File: config.mk
export PLATFORM = sky130hd
export DESIGN_NAME = ps2_rx_frame
export DESIGN_NICKNAME = d
export VERILOG_FILES = /design/src/rtl/ps2_rx_pkg.sv /design/src/rtl/ps2_sync_edge.sv /design/src/rtl/ps2_rx_frame.sv
export SDC_FILE = /design/constraint.sdc
export NUM_CORES = 1
export LEC_CHECK = 0
export CAP_MARGIN = 20
export CORE_ASPECT_RATIO = 0.7
export CORE_UTILIZATION = 55
export DETAILED_ROUTE_END_ITERATION = 10
export GPL_ROUTABILITY_DRIVEN = 0
export PLACE_DENSITY = 0.77
export SLEW_MARGIN = 0
export SYNTH_ARGS = -nofsm -noshare
export SYNTH_HDL_FRONTEND = slang
export SYNTH_SLANG_ARGS = --single-unit
File: constraint.sdc
create_clock -name CLK -period 2.05 [get_ports CLK]
set_clock_uncertainty 0.15 [all_clocks]
set_input_delay 0.3075 -clock CLK [delete_from_list [all_inputs] [get_ports CLK]]
set_output_delay 0.3075 -clock CLK [all_outputs]
set_load 0.03 [all_outputs]
File: src/rtl/ps2_rx_pkg.sv
// Shared types and frame constants for the PS/2 receive path.
package ps2_rx_pkg;

  localparam int PS2_DATA_BITS  = 8;
  localparam int PS2_FRAME_BITS = 11;

  // Receiver state
  //   state     | meaning
  //   ST_IDLE   | waiting for a start bit (fall with data=0 and RX_En_Sig=1)
  //   ST_DATA   | shifting in the 8 data bits, LSB first
  //   ST_PARITY | sampling the parity bit, latching the odd-parity verdict
  //   ST_STOP   | sampling the stop bit, then reporting Done or Err
  typedef enum logic [1:0] {
    ST_IDLE   = 2'd0,
    ST_DATA   = 2'd1,
    ST_PARITY = 2'd2,
    ST_STOP   = 2'd3
  } rx_state_e;

  // Odd parity holds when the data XOR and the parity bit together are 1.
  function automatic logic odd_parity_ok(input logic data_xor, input logic parity_bit);
    return data_xor ^ parity_bit;
  endfunction

endpackage

File: src/rtl/ps2_sync_edge.sv
// Brings the raw PS/2 pins into the CLK domain and flags PS/2 clock falls.
module ps2_sync_edge (
  input  logic clk,
  input  logic rst,
  input  logic ps2_clk_pin,
  input  logic ps2_data_pin,
  output logic fall,
  output logic data
);

  logic [2:0] clk_sync;
  logic [1:0] data_sync;

  // Synchronisers reset to 1 so a bus at rest never looks like a falling edge.
  always_ff @(posedge clk) begin
    if (rst) begin
      clk_sync  <= '1;
      data_sync <= '1;
    end else begin
      clk_sync  <= {clk_sync[1:0], ps2_clk_pin};
      data_sync <= {data_sync[0], ps2_data_pin};
    end
  end

  // The third clock stage lets the fall be seen in the same cycle as the
  // second data stage, so both paths have equal delay.
  assign fall = clk_sync[2] & ~clk_sync[1];
  assign data = data_sync[1];

endmodule

File: src/rtl/ps2_rx_frame.sv
// PS/2 device-to-host frame receiver: start, 8 data bits LSB first, odd
// parity, stop. Reports a good byte with a Done pulse, anything else with Err.
module ps2_rx_frame
  import ps2_rx_pkg::*;
#(
  parameter int TIMEOUT_CYC = 50000
) (
  input  logic       CLK,
  input  logic       RST,
  input  logic       PS2_CLK_Pin,
  input  logic       PS2_Data_Pin,
  input  logic       RX_En_Sig,
  output logic [7:0] RX_Data,
  output logic       RX_Done_Sig,
  output logic       RX_Err_Sig
);

  localparam int TO_W   = (TIMEOUT_CYC > 1) ? $clog2(TIMEOUT_CYC) : 1;
  localparam int BCNT_W = $clog2(PS2_DATA_BITS);
  localparam logic [TO_W-1:0]   TO_MAX   = TO_W'(TIMEOUT_CYC - 1);
  localparam logic [BCNT_W-1:0] BIT_LAST = BCNT_W'(PS2_DATA_BITS - 1);

  logic                     fall;
  logic                     data;
  rx_state_e                state;
  logic [BCNT_W-1:0]        bit_cnt;
  logic [PS2_DATA_BITS-1:0] shift_reg;
  logic                     par_acc;
  logic                     parity_ok;
  logic [TO_W-1:0]          to_cnt;

  ps2_sync_edge u_sync (
    .clk          (CLK),
    .rst          (RST),
    .ps2_clk_pin  (PS2_CLK_Pin),
    .ps2_data_pin (PS2_Data_Pin),
    .fall         (fall),
    .data         (data)
  );

  // Frame FSM with shift register, parity accumulator, timeout and pulse outputs.
  always_ff @(posedge CLK) begin
    if (RST) begin
      state       <= ST_IDLE;
      bit_cnt     <= '0;
      shift_reg   <= '0;
      par_acc     <= 1'b0;
      parity_ok   <= 1'b0;
      to_cnt      <= '0;
      RX_Data     <= 8'h00;
      RX_Done_Sig <= 1'b0;
      RX_Err_Sig  <= 1'b0;
    end else begin
      RX_Done_Sig <= 1'b0;
      RX_Err_Sig  <= 1'b0;

      // Saturating so a stalled frame can never wrap back under the limit.
      if (state == ST_IDLE || fall) begin
        to_cnt <= '0;
      end else if (to_cnt != TO_MAX) begin
        to_cnt <= to_cnt + 1'b1;
      end

      if (state != ST_IDLE && !fall && to_cnt == TO_MAX) begin
        state      <= ST_IDLE;
        RX_Err_Sig <= 1'b1;
      end else if (fall) begin
        case (state)
          ST_IDLE: begin
            if (!data && RX_En_Sig) begin
              state   <= ST_DATA;
              bit_cnt <= '0;
              par_acc <= 1'b0;
            end
          end
          ST_DATA: begin
            shift_reg <= {data, shift_reg[PS2_DATA_BITS-1:1]};
            par_acc   <= par_acc ^ data;
            if (bit_cnt == BIT_LAST) begin
              state <= ST_PARITY;
            end else begin
              bit_cnt <= bit_cnt + 1'b1;
            end
          end
          ST_PARITY: begin
            parity_ok <= odd_parity_ok(par_acc, data);
            state     <= ST_STOP;
          end
          ST_STOP: begin
            if (data && parity_ok) begin
              RX_Data     <= shift_reg;
              RX_Done_Sig <= 1'b1;
            end else begin
              RX_Err_Sig <= 1'b1;
            end
            state <= ST_IDLE;
          end
          default: state <= ST_IDLE;
        endcase
      end
    end
  end

endmodule

## Yosys cells after proc, flatten, opt, wreduce, memory -nomap -nowiden

Index checks and enable logic that the tools add are counted.

| storage, ports and cells | value |
|---|---|
| bits of input ports | 5 |
| output and inout bits | 10 |
| register bits | 46 |
| logic and storage cells | 60 |

| operators by class | value |
|---|---|
| reduce and logical (&&, ||, !) cells | 19 |
| equality and inequality tests | 9 |
| bitwise logic cells | 6 |
| mux-type cells | 13 |
| add/subtract/negate cells | 2 |

Operators with widths:

| operator | number |
|---|---|
| $add A16 B1 Y16 const B | 1 |
| $eq A16 B16 Y1 const B | 1 |
| $ne A16 B16 Y1 const B | 1 |
| $reduce_and A3 Y1 | 3 |
| $pmux W2 S4 | 1 |
| $reduce_and A4 Y1 | 2 |
| $mux W1 | 6 |
| $mux W3 | 2 |
| $pmux W3 S2 | 1 |
| $reduce_and A5 Y1 | 1 |
| $eq A2 B2 Y1 const B | 2 |
| $logic_and A1 B1 Y1 | 4 |
| $mux W2 | 2 |
| $ne A2 B2 Y1 const B | 2 |
| $not A1 Y1 | 4 |
| $reduce_bool A2 Y1 | 2 |
| $reduce_or A2 Y1 | 2 |
| $reduce_or A4 Y1 | 1 |
| $add A3 B1 Y3 const B | 1 |
| $eq A3 B3 Y1 const B | 1 |
| $eq A2 B1 Y1 const B | 1 |
| $logic_not A1 Y1 | 2 |
| $logic_not A2 Y1 | 1 |
| $ne A2 B1 Y1 const B | 1 |
| other kinds (4) | 4 |

## Depth between registers and ports, before layout

Gate-level depths: netlist (run 1).

| depth | value |
|---|---|
| word-level depth | 7 |
| gate-level depth with buffers | 6 |
| gate-level depth less buffers | 6 |

## Cells and area by module

A second synthesis (run 1) with hierarchy kept.

| unflattened totals | value |
|---|---|
| cell total of the unflattened synthesis | 218 |
| area total of the unflattened synthesis | 2005.7 um^2 |

Modules (own cells, without submodules):

| module | cells an instance | seq. area each (um^2) | instances | area an instance (um^2) |
|---|---|---|---|---|
| ps2_rx_frame | 207 | 820.8 | 1 | 1868.0 |
| ps2_sync_edge | 11 | 100.1 | 1 | 137.6 |

## Worst setup path after synthesis (run 1)

OpenSTA, ideal clock, no wires.

| path | value |
|---|---|
| path type | register to register |
| start | register state[0] |
| end | register to_cnt[0] |
| clock period less this slack | 1688 ps |
| setup slack | 362 ps |
| cell stages (with the launch flop) | 7 |
| arrival time | 1474 ps |
| library setup time | 64 ps |
| buffers on the path | 2 |
| data required time | 1836 ps |
| path through | dfxtp_1 -> inv_1 -> ha_1 -> or3_1 -> buf_4 -> buf_2 -> nor2_1 |

| on the way | value |
|---|---|
| word-level cells in the longest chain between the ends | 3 |

RTL lines:

| element | RTL line | text |
|---|---|---|
| from (decl) | ps2_rx_frame.sv:25 | `rx_state_e state;` |
| from (signal assigned) | ps2_rx_frame.sv:44 | `state <= ST_IDLE;` |
| from (signal assigned) | ps2_rx_frame.sv:65 | `state <= ST_IDLE;` |
| from (signal assigned) | ps2_rx_frame.sv:71 | `state <= ST_DATA;` |
| $logic_not A2 Y1 | ps2_rx_frame.sv:58 | `if (state == ST_IDLE \|\| fall) begin` |
| $logic_or A1 B1 Y1 | ps2_rx_frame.sv:58 |  |
| $reduce_or A2 Y1 (no line) | n/a |  |
| to (signal assigned) | ps2_rx_frame.sv:61 | `to_cnt <= to_cnt + 1'b1;` |
| to (decl) | ps2_rx_frame.sv:30 | `logic [TO_W-1:0] to_cnt;` |

Every way passes these cells.
A chain may end at the register's enable or synchronous reset.

## Worst setup path after layout (run 1)

| path | value |
|---|---|
| start | register state[1] |
| end | register bit_cnt[0] |

| on the way | value |
|---|---|
| word-level cells in the longest chain between the ends | 5 |
| elaborated cells between the ends (all ways) | 11 |
| those cells by class | eq/ne (3); mux (1); bitwise (1); reduce/logical (6) |

RTL lines:

| element | RTL line | text |
|---|---|---|
| branches (longest 5 deep; another with $reduce_and A5 Y1) | n/a |  |
| to (signal assigned) | ps2_rx_frame.sv:82 | `bit_cnt <= bit_cnt + 1'b1;` |
| to (decl) | ps2_rx_frame.sv:26 | `logic [BCNT_W-1:0] bit_cnt;` |

Parallel ways; which one is timed is not known.

==> results of run 1 <==
==> worst paths after layout <==
path | slack (ns) | depth (start not counted) | end | start
worst max register to register | 0.14 | 6 | bit_cnt[0] | state[1]
worst min-delay path | 0.27 | 1 | u_sync.data_sync[1] | u_sync.data_sync[0]
worst min register to register | 0.27 | 1 | u_sync.data_sync[1] | u_sync.data_sync[0]
worst max-delay path | 0.14 | 6 | bit_cnt[0] | state[1]
==> repair_timing <==
item,4_1_cts,5_1_grt
setup endpoints to repair,0,1
hold endpoints to repair,0,0
resized for setup,0,2
hold buffers,0,0
==> per-layer routing <==
layer	track usage [%]	wire length [um]	vias to the layer above	part of all wire, %
met5	0	0	-	0
met3	5.38	190	6	4.6
met1	31.1	2040	748	49
met2	36.8	1850	37	45
li1	-	-	767	-
met4	9.75	56	0	1.4
==> where the power goes <==
part           internal (mW)  switching (mW)  total [mW]
combinational         0.0167          0.0197      0.0364
sequential             0.897         0.00352       0.900
clock                  0.364           0.304       0.668
==> cell usage in the layout, fill, tap and decap left out, drive strengths merged <==
| master | n |
|---|---|
| mux2i | 11 |
| clkbuf | 6 |
| nor2 | 23 |
| xnor2 | 3 |
| nor3 | 3 |
| o21ba | 1 |
| dfxtp | 46 |
| and4 | 6 |
| clkinvlp | 1 |
| bufinv | 1 |
| o21ai | 4 |
| nand4b | 1 |
| nand3b | 2 |
| xor2 | 9 |
| nor2b | 2 |
| a21oi | 18 |
| a221oi | 2 |
| a31oi | 1 |
| a311oi | 1 |
| nand4 | 6 |
| and4bb | 2 |
| buf | 5 |
| or3 | 4 |
| and2 | 1 |
| nand3 | 15 |
| a2111oi | 1 |
| or2 | 5 |
| nor4b | 1 |
| and3 | 1 |
| nand2 | 13 |
| nand2b | 8 |
| ha | 7 |
| inv | 4 |
| clkdlybuf4s50 | 14 |
==> worst max-delay path, cell delays in order (launching register included) <==
cell      delay [ns]
dfxtp_1         0.40
inv_1           0.10
ha_1            0.30
nand2b_1        0.23
a221oi_4        0.34
nand3b_1        0.11
a21oi_1         0.20
==> logic make-up after synthesis <==
logic type	Yosys count	share of synthesized area [%]
adder cells (fa/ha/maj)	7	4.36
multiplexers	11	5.48
buffers and inverters	13	3.30
AND/OR/NAND/NOR	93	27.1
flip-flops	46	45.8
XOR/XNOR	12	5.23
AO/OA/AOI/OAI	28	8.72
==> layout make-up <==
cell class / instances / area, um2 / area share (%)
Multi-Input combinational cell: 151 / 1040 / 44.7
Sequential cell: 46 / 921 / 39.7
Timing Repair Buffer: 19 / 178 / 7.66
Clock buffer: 6 / 72.6 / 3.13
Tap cell: 47 / 58.8 / 2.54
Clock inverter: 2 / 37.5 / 1.62
Inverter: 4 / 15.0 / 0.648
==> summary.md, run 1 <==
| Metric | Value |
|---|---|
| Outcome | finished clean |
| Crit path max fanout | 8 |
| Worst Hold Margin | 0.268 ns |
| Worst EP required | 2.11 ns |
| Ys flop type | dfxtp_1 |
| PnR worst setup slack | 0.141 ns |
| Setup bufs post-CTS | 0 |
| Max Buffers Root-to-Sink | 2 |
| Starting density of the core | between 60% and 70% |
| Worst setup EP type | flip-flop |
| CTS tree | yes |
| DR WL/cell | about 15 um |
| Worst skew pair latency | 0.30 ns |
| Synth top area share | 45.8% |
| Layout area overhead | 15.4% |
| Final WL | ~4100 um |
| Die height | between 50 and 60 um |
| Layout Nets | 239 |
| Slew Limit Fails | 0 |
| Layout Utilization | 69.9% |
| GRT Overall Usage | 23.5% |
| Root buffer cell | clkbuf_8 |
| Finished Cell Area | 2320 um2 |
| Min Clock Period, post-route | 1.91 ns |
| Layout cell share with drive strength beyond 1 | 12.3% |
| Die Area | 3900 um2 |
| Area leader, netlist | dfxtp_1 |
| Final cell count without fillers | around 280 |
| Critical path class | reg -> reg |
| Fin crit share | 93.1% |
| DRC viols | 0 |
| Vias/cell | 5.67 |
| Via count | 1558 |
| Max reg flops | 16 |
| Hold Fails Final Rpt | 0 |
| # setup viols final | 0 |
| Max_slew headroom | 62.0% |
| Achievable Freq | between 0.5 and 0.6 GHz |
| Setup crit start kind | flip-flop |
| Place WS | around 0.15 ns |
| Min-Delay Path Class | reg -> reg |
| Remaining antenna violation count | 0 |
| Placed Area | 2190 um2 |
| Sequential area share after synthesis | 45.8% |
| Synthesized flop and latch total | between 40 and 50 |
| RSZ-0062 raised after global routing | no |
| Avg Cell Area, Syn | 9.57 um2 |
| Worst IR Drop VDD | 0.496 mV |
| Mapped Area | around 2000 um2 |
| 1st-iter DRT viols | 98 |
| Tot Pwr | approximately 1.6 mW |
| Slew @ Worst Pin | 0.570 ns |
| FP Rows | 17 |
| Die X | between 70 and 80 um |
| Clk pin slew, worst setup/hold paths | 0.08 ns |
| Sum Neg Setup Slack | 0 ns |
| CTS sink cnt | 46 |
| Max Cap Viol | 0 |
| Initial antenna violation count | 0 |
| TritonCTS Buffers | 5 |
| Dpl hpwl | 2840 um |
| Net count after synthesis | approximately 220 |
| Synth cell count leaders | dfxtp_1, nor2_1, a21oi_1 |
| Power per Cell Area | 692 nW/um2 |
| # fillers | 266 |
| Ant. Diodes | 0 |
| Most frequent cell after synthesis | dfxtp_1 |
| H-tree depth | 2 |
| Number of instances in the placed design | 267 |
| Ys async rst share | 0% |
| Cells after synthesis | 210 |
| Worst EP arrival | 1.97 ns |
| First-pass GRT wire length | roughly 6700 um |
| Grt total ovfl | 0 |
| Top cells by area, synth | dfxtp_1, mux2i_1, a21oi_1 |
| Largest net degree at the start of global routing | 31 |
| I/O Buffers | 14 |
| Router iterations before antenna repair | 4 |
| Post-synth EDFFs | 0 |
| Vias in the first global route | 1424 |
| I/O Pins | 15 |
| Ys Warns | 0 |
| Core box area | 3320 um2 |
| Static Leakage | around 0.78 nW |
| Synth unique cells | 40 |
No activity file was read; power rests on OpenSTA's default activity.
==> run 2: changes to the inputs <==
--- a/config.mk
+++ b/config.mk
@@ -10,8 +10,10 @@
 export CORE_UTILIZATION = 55
 export DETAILED_ROUTE_END_ITERATION = 10
 export GPL_ROUTABILITY_DRIVEN = 0
+export GPL_TIMING_DRIVEN = 0
 export PLACE_DENSITY = 0.77
 export SLEW_MARGIN = 0
 export SYNTH_ARGS = -nofsm -noshare
 export SYNTH_HDL_FRONTEND = slang
 export SYNTH_SLANG_ARGS = --single-unit
+export TNS_END_PERCENT = 50
==> run 2 against run 1 <==
  * Combinational power fell by 2%
  * Flip-flop and latch count stayed put
  * Hold slack worse by 0.0049 ns
  * Non-clock buffer count is 4 higher
  * Highest routed layer unchanged
  * Final cell count up 1.5%
  * Largest power group unchanged
  * Register-to-register slack lost 0.02 ns
  * Largest cell class unchanged
  * Via count barely moved
  * Wire length shrank 2.3%
  * Die area stayed put
  * Fmax is 1.1% lower
  * Global-route usage grew 0.61 points
==> summary.md, run 2 (synthesis results as in run 1) <==
| Metric | Value |
|---|---|
| TritonCTS Buffers | 5 |
| Worst EP required | approximately 2.1 ns |
| Worst skew pair latency | 0.29 ns |
| Largest net degree at the start of global routing | 15 |
| CP Cell Sequence | inv_1 -> ha_1 -> or3_1 -> buf_4 -> buf_2 -> nor2_1 |
| Sum Neg Setup Slack | 0 ns |
| Max Buffers Root-to-Sink | 2 |
| Ant. Diodes | 0 |
| CTS tree | yes |
| Commonest cells after routing, fill and taps aside | dfxtp_1, nor2_1, a21oi_1 |
| 1st-iter DRT viols | 130 |
| Placed Area | 2210 um2 |
| Commonest non-fill, non-tap cell in the layout | dfxtp_1 |
| Min Clock Period, post-route | around 1.9 ns |
| Vias/cell | 5.58 |
| Initial antenna violation count | 0 |
| Final WL | 4040 um |
| Die X | about 74 um |
| Min-Delay Path Class | reg -> reg |
| Die height | 52.6 um |
| Slowest cell delay on critical path | approximately 0.4 ns |
| I/O Buffers | 14 |
| Critical path class | reg -> reg |
| H-tree depth | 2 |
| Static Leakage | 0.801 nW |
| Remaining antenna violation count | 0 |
| Core box area | 3320 um2 |
| CTS resizes | 0 |
| Die Area | ~3900 um2 |
| Max Cap Viol | 0 |
| Layout Nets | 243 |
| Max reg flops | 16 |
| Setup crit start kind | flip-flop |
| Outcome | finished clean |
| Worst setup EP type | flip-flop |
| Slew @ Worst Pin | 0.474 ns |
| Setup bufs post-CTS | 0 |
| Layout area overhead | 17.0% |
| RSZ-0062 raised after global routing | no |
| CTS sink cnt | 46 |
| Power per Cell Area | around 750 nW/um2 |
| Finished Cell Area | between 2000 and 2500 um2 |
| Clk pin slew, worst setup/hold paths | 0.08 ns |
| Starting density of the core | 60.6% |
| Worst Hold Margin | 0.263 ns |
| Achievable Freq | between 0.5 and 0.6 GHz |
| Slew Limit Fails | 0 |
| DR WL/cell | 14.5 um |
| Tot Pwr | ~1.8 mW |
| DRC viols | 0 |
| Worst IR Drop VDD | about 0.51 mV |
| Dpl hpwl | 2780 um |
| Router iterations before antenna repair | 4 |
| Grt total ovfl | 0 |
| First-pass GRT wire length | 6760 um |
| Max_slew headroom | 68.4% |
| Fin crit share | 94.2% |
| Crit path max fanout | 10 |
| Via count | around 1600 |
| CTS Hold Bufs | 0 |
| I/O Pins | 15 |
| Vias in the first global route | 1442 |
| GRT Overall Usage | 24.1% |
| Worst EP arrival | ~2.0 ns |
| Hold Fails Final Rpt | 0 |
| FP Rows | 17 |
| Layout cell share with drive strength beyond 1 | 12.1% |
| # setup viols final | 0 |
| Root buffer cell | clkbuf_8 |
| Worst path slowest cell | dfxtp_1 |
run 2: changes by cell type in the layout (fill, tap and decap cells not counted), sizes merged:
cell	change
clkbuf	+4
bufinv	+1
clkinvlp	-1
run 2: stage by stage:
step / setup slack, ns / std cells / utilization (%)
2_1_floorplan: 0.362 / 210 / -
3_3_place_gp: 0.168 / 271 / 66.6
3_5_place_dp: 0.135 / 271 / 66.6
4_1_cts: 0.151 / 279 / 70.9
5_1_grt: 0.0503 / 279 / 70.9
6_report: 0.120 / 279 / 70.9
run 2: layer usage:
metal	routed length [um]	part of all wire (%)	global-route usage [%]
met2	1700	42	35.5
met3	208	5.1	5.96
met5	0	0	0
met1	2080	52	33.7
met4	50	1.2	9.75
run 2: final timing paths:
kind	start	end	slack [ns]	cells past startpoint
setup / recovery	state[0]	to_cnt[8]	0.12	6
hold / removal	u_sync.data_sync[0]	u_sync.data_sync[1]	0.26	1
setup reg to reg	state[0]	to_cnt[8]	0.12	6
hold reg to reg	u_sync.data_sync[0]	u_sync.data_sync[1]	0.26	1
run 2: power breakdown:
group	switching (mW)	internal (mW)	leakage (nW)
clock network	0.298	0.520	0.0714
registers	0.00377	0.897	0.371
logic	0.0198	0.0157	0.358
total	0.322	1.43	0.801
run 2: final cells by class:
class                   count  area (um2)
well taps                  47        58.8
repair buffers             14         140
plain buffers               9        51.3
flip-flops and latches     46         921
inverters                   4        15.0
clock buffers               6        82.6
clock inverters             2        60.1
fillers                   249         967
multi-input cells         151        1020
run 2: critical path, delay by kind of cell, from the launching register on:
| family | cells | cell delay (ns) |
|---|---|---|
| and+or+nand+nor | 2 | 0.54 |
| DFF | 1 | 0.40 |
| buffers and inverters | 3 | 0.45 |
| adders and majority gates | 1 | 0.32 |
==> run 3: changes to the inputs <==
--- a/config.mk
+++ b/config.mk
@@ -15,5 +15,6 @@
 export SLEW_MARGIN = 0
 export SYNTH_ARGS = -nofsm -noshare
 export SYNTH_HDL_FRONTEND = slang
+export SYNTH_HIERARCHICAL = 1
 export SYNTH_SLANG_ARGS = --single-unit
 export TNS_END_PERCENT = 50
==> run 3 against run 2 <==
  * Register-to-register slack better by 0.07 ns
  * Clock power is 19% lower
  * Utilization is 1.1 points lower
  * Critical path depth stayed put
  * Power is 8.9% lower
  * Global-route usage is 2.2 points lower
  * Final cell count is 2.9% higher
  * Sequential power hardly changed
  * Critical endpoint is now to_cnt[4]
  * Largest cell class unchanged
  * Highest routed layer unchanged
==> summary.md, run 3 <==
| Metric | Value |
|---|---|
| Achievable Freq | 0.538 GHz |
| Post-synth EDFFs | 0 |
| GRT Overall Usage | a little over a fifth |
| Die Area | 3900 um2 |
| Gate power share | under 10% |
| Crit path max fanout | 10 |
| Worst Hold Margin | 0.257 ns |
| Avg Cell Area, Syn | 9.20 um2 |
| Dpl hpwl | about 2500 um |
| Clock power frac | 41.4% |
| Top cells by area, synth | dfxtp_1, nand2_1, a21oi_1 |
| Reg-to-reg startpoint | state[0] |
| Cells after synthesis | 218 |
| Router iterations before antenna repair | 4 |
| Max Buffers Root-to-Sink | 2 |
| Static Leakage | 0.791 nW |
| Ant. Diodes | 0 |
| Clk pin slew, worst setup/hold paths | approximately 0.09 ns |
| H-tree depth | 2 |
| Worst EP required | 2.14 ns |
| Area leader, netlist | dfxtp_1 |
| Worst skew pair latency | approximately 0.3 ns |
| Power per Cell Area | 690 nW/um2 |
| Max Cap Viol | 0 |
| Final WL | 3700 um |
| Net count after synthesis | 230 |
| 1st-iter DRT viols | 98 |
| DRC viols | 0 |
| Slew @ Worst Pin | 0.523 ns |
| Vias/cell | between 5 and 6 |
| Die X | about 74 um |
| Slowest cell delay on critical path | roughly 0.40 ns |
| Worst path slowest cell | dfxtp_1 |
| Internal power | 1.27 mW |
| Place WS | -0.0684 ns |
| Vias in the first global route | 1363 |
| FP Rows | 17 |
| Worst Setup SP | state[0] |
| Max_slew headroom | 65.0% |
| PnR worst setup slack | 0.190 ns |
| Layout area overhead | 15.5% |
| # fillers | 272 |
| Placed Area | 2200 um2 |
| Ys Warns | 6 |
| # setup viols final | 0 |
| Largest net degree at the start of global routing | 15 |
| Worst EP arrival | 1.95 ns |
| Max reg flops | 16 |
| Switching Fraction | 20.4% |
| Fin crit share | 90.7% |
| NetSw | 325 uW |
| Initial antenna violation count | 0 |
| Min-Delay Path Class | reg -> reg |
| Slew Limit Fails | 0 |
| Min Clock Period, post-route | 1.86 ns |
| Critical path class | reg -> reg |
| Starting density of the core | 60.4% |
| Commonest cells after routing, fill and taps aside | dfxtp_1, nand2_1, a21oi_1 |
| Layout Nets | around 250 |
| Reg power frac | 56.2% |
| Ys async rst share | 0% |
| DR WL/cell | around 13 um |
| Finished Cell Area | 2320 um2 |
| I/O Buffers | 14 |
| Commonest non-fill, non-tap cell in the layout | dfxtp_1 |
| First-pass GRT wire length | 6260 um |
| Most common cell on crit path | buf_2 |
| Most frequent cell after synthesis | dfxtp_1 |
| Hold path start | u_sync/data_sync[0] |
| Synth cell count leaders | dfxtp_1, nand2_1, a21oi_1 |
| Layout Utilization | 69.8% |
| CP Cell Sequence | inv_1 -> ha_2 -> or3_1 -> buf_2 -> buf_2 -> nor2_1 |
| Hold Fails Final Rpt | 0 |
| Ys flop type | dfxtp_1 |
| Grt total ovfl | 0 |
| TritonCTS Buffers | 5 |
| Outcome | finished clean |
| Setup crit start kind | flip-flop |
| Synth top area share | 45.9% |
| Mapped Area | 2010 um2 |
| Sequential area share after synthesis | roughly 46% |
| Via count | 1530 |
| Worst setup EP type | flip-flop |
| Core box area | 3320 um2 |
| Remaining antenna violation count | 0 |
| Synth unique cells | 42 |
| I/O Pins | 15 |
| CTS tree | yes |
| Die height | 52.5 um |
| Synthesized flop and latch total | 46 |
| CTS sink cnt | 46 |
| RSZ-0062 raised after global routing | no |
| Layout cell share with drive strength beyond 1 | 10.8% |
| Worst IR Drop VDD | 0.605 mV |
| Root buffer cell | clkbuf_8 |
[run 3: cell types whose count changed in the layout (fill, tap and decap cells not counted), sizes merged, moves of 3 or more]
cell | previous run | this run
nand2 | 13 | 38
mux2i | 11 | 2
nand3 | 15 | 6
a21oi | 18 | 25
nor2 | 23 | 17
nand2b | 8 | 4
xor2 | 9 | 6
[run 3: routing by layer]
layer | wire [um] | share of wire (%) | global-route usage [%]
met5 | 0 | 0 | 0
met4 | 48 | 1.3 | 8.01
met3 | 195 | 5.3 | 6.54
met2 | 1450 | 39 | 32.0
met1 | 2010 | 54 | 30.4
[run 3: repair_timing]
action / in CTS / in global routing
buffers inserted: 0 / 0
hold buffers: 0 / 0
resized for setup: 0 / 1
hold endpoints to repair: 0 / 0
setup endpoints to repair: 0 / 11
[run 3: power groups by stage]
stage | clock [mW] | combinational [mW] | sequential, mW
floorplan | 0 | 0.0224 | 0.919
global route | 0.705 | 0.0414 | 0.899
global placement | 0 | 0.0364 | 0.920
CTS | 0.672 | 0.0375 | 0.898
finish | 0.661 | 0.0381 | 0.898
detailed placement | 0 | 0.0372 | 0.919
[run 3: area by class of cell]
type	count	area, um2	area share (%)
plain buffers	9	47.5	2.05
clock buffers	5	68.8	2.97
clock inverters	3	40.0	1.73
inverters	5	18.8	0.810
multi-input cells	158	1020	44.1
flip-flops and latches	46	921	39.8
well taps	47	58.8	2.54
repair buffers	14	140	6.05
[run 3: per-stage QoR]
step | setup TNS [ns] | std cells | total power, mW
after floorplan | 0 | 218 | 0.942
after global placement | -0.311 | 279 | 0.956
after detailed placement | -0.653 | 279 | 0.957
after CTS | 0 | 287 | 1.61
after global routing | 0 | 287 | 1.65
final | 0 | 287 | 1.60
[run 3: final timing paths]
kind,to,slack [ns],depth (start not counted)
setup / recovery,to_cnt[4],0.19,6
hold / removal,u_sync/data_sync[1],0.26,1
setup reg to reg,to_cnt[4],0.19,6
hold reg to reg,u_sync/data_sync[1],0.26,1
[run 3: critical path: cells and delay by family (launching register included)]
family,cells,cell delay (ns)
DFF,1,0.40
adders and majority gates,1,0.27
and+or+nand+nor,2,0.52
buffers and inverters,3,0.47
[run 3: cells by family after synthesis]
group           Yosys count  synth area share (%)
flops                    46                  45.9
xor+xnor                 11                  4.80
mux                       2                 0.998
buf+inv                  14                  3.31
compound gates           38                  13.3
fa+ha+maj                 7                  4.37
simple gates            100                  27.3
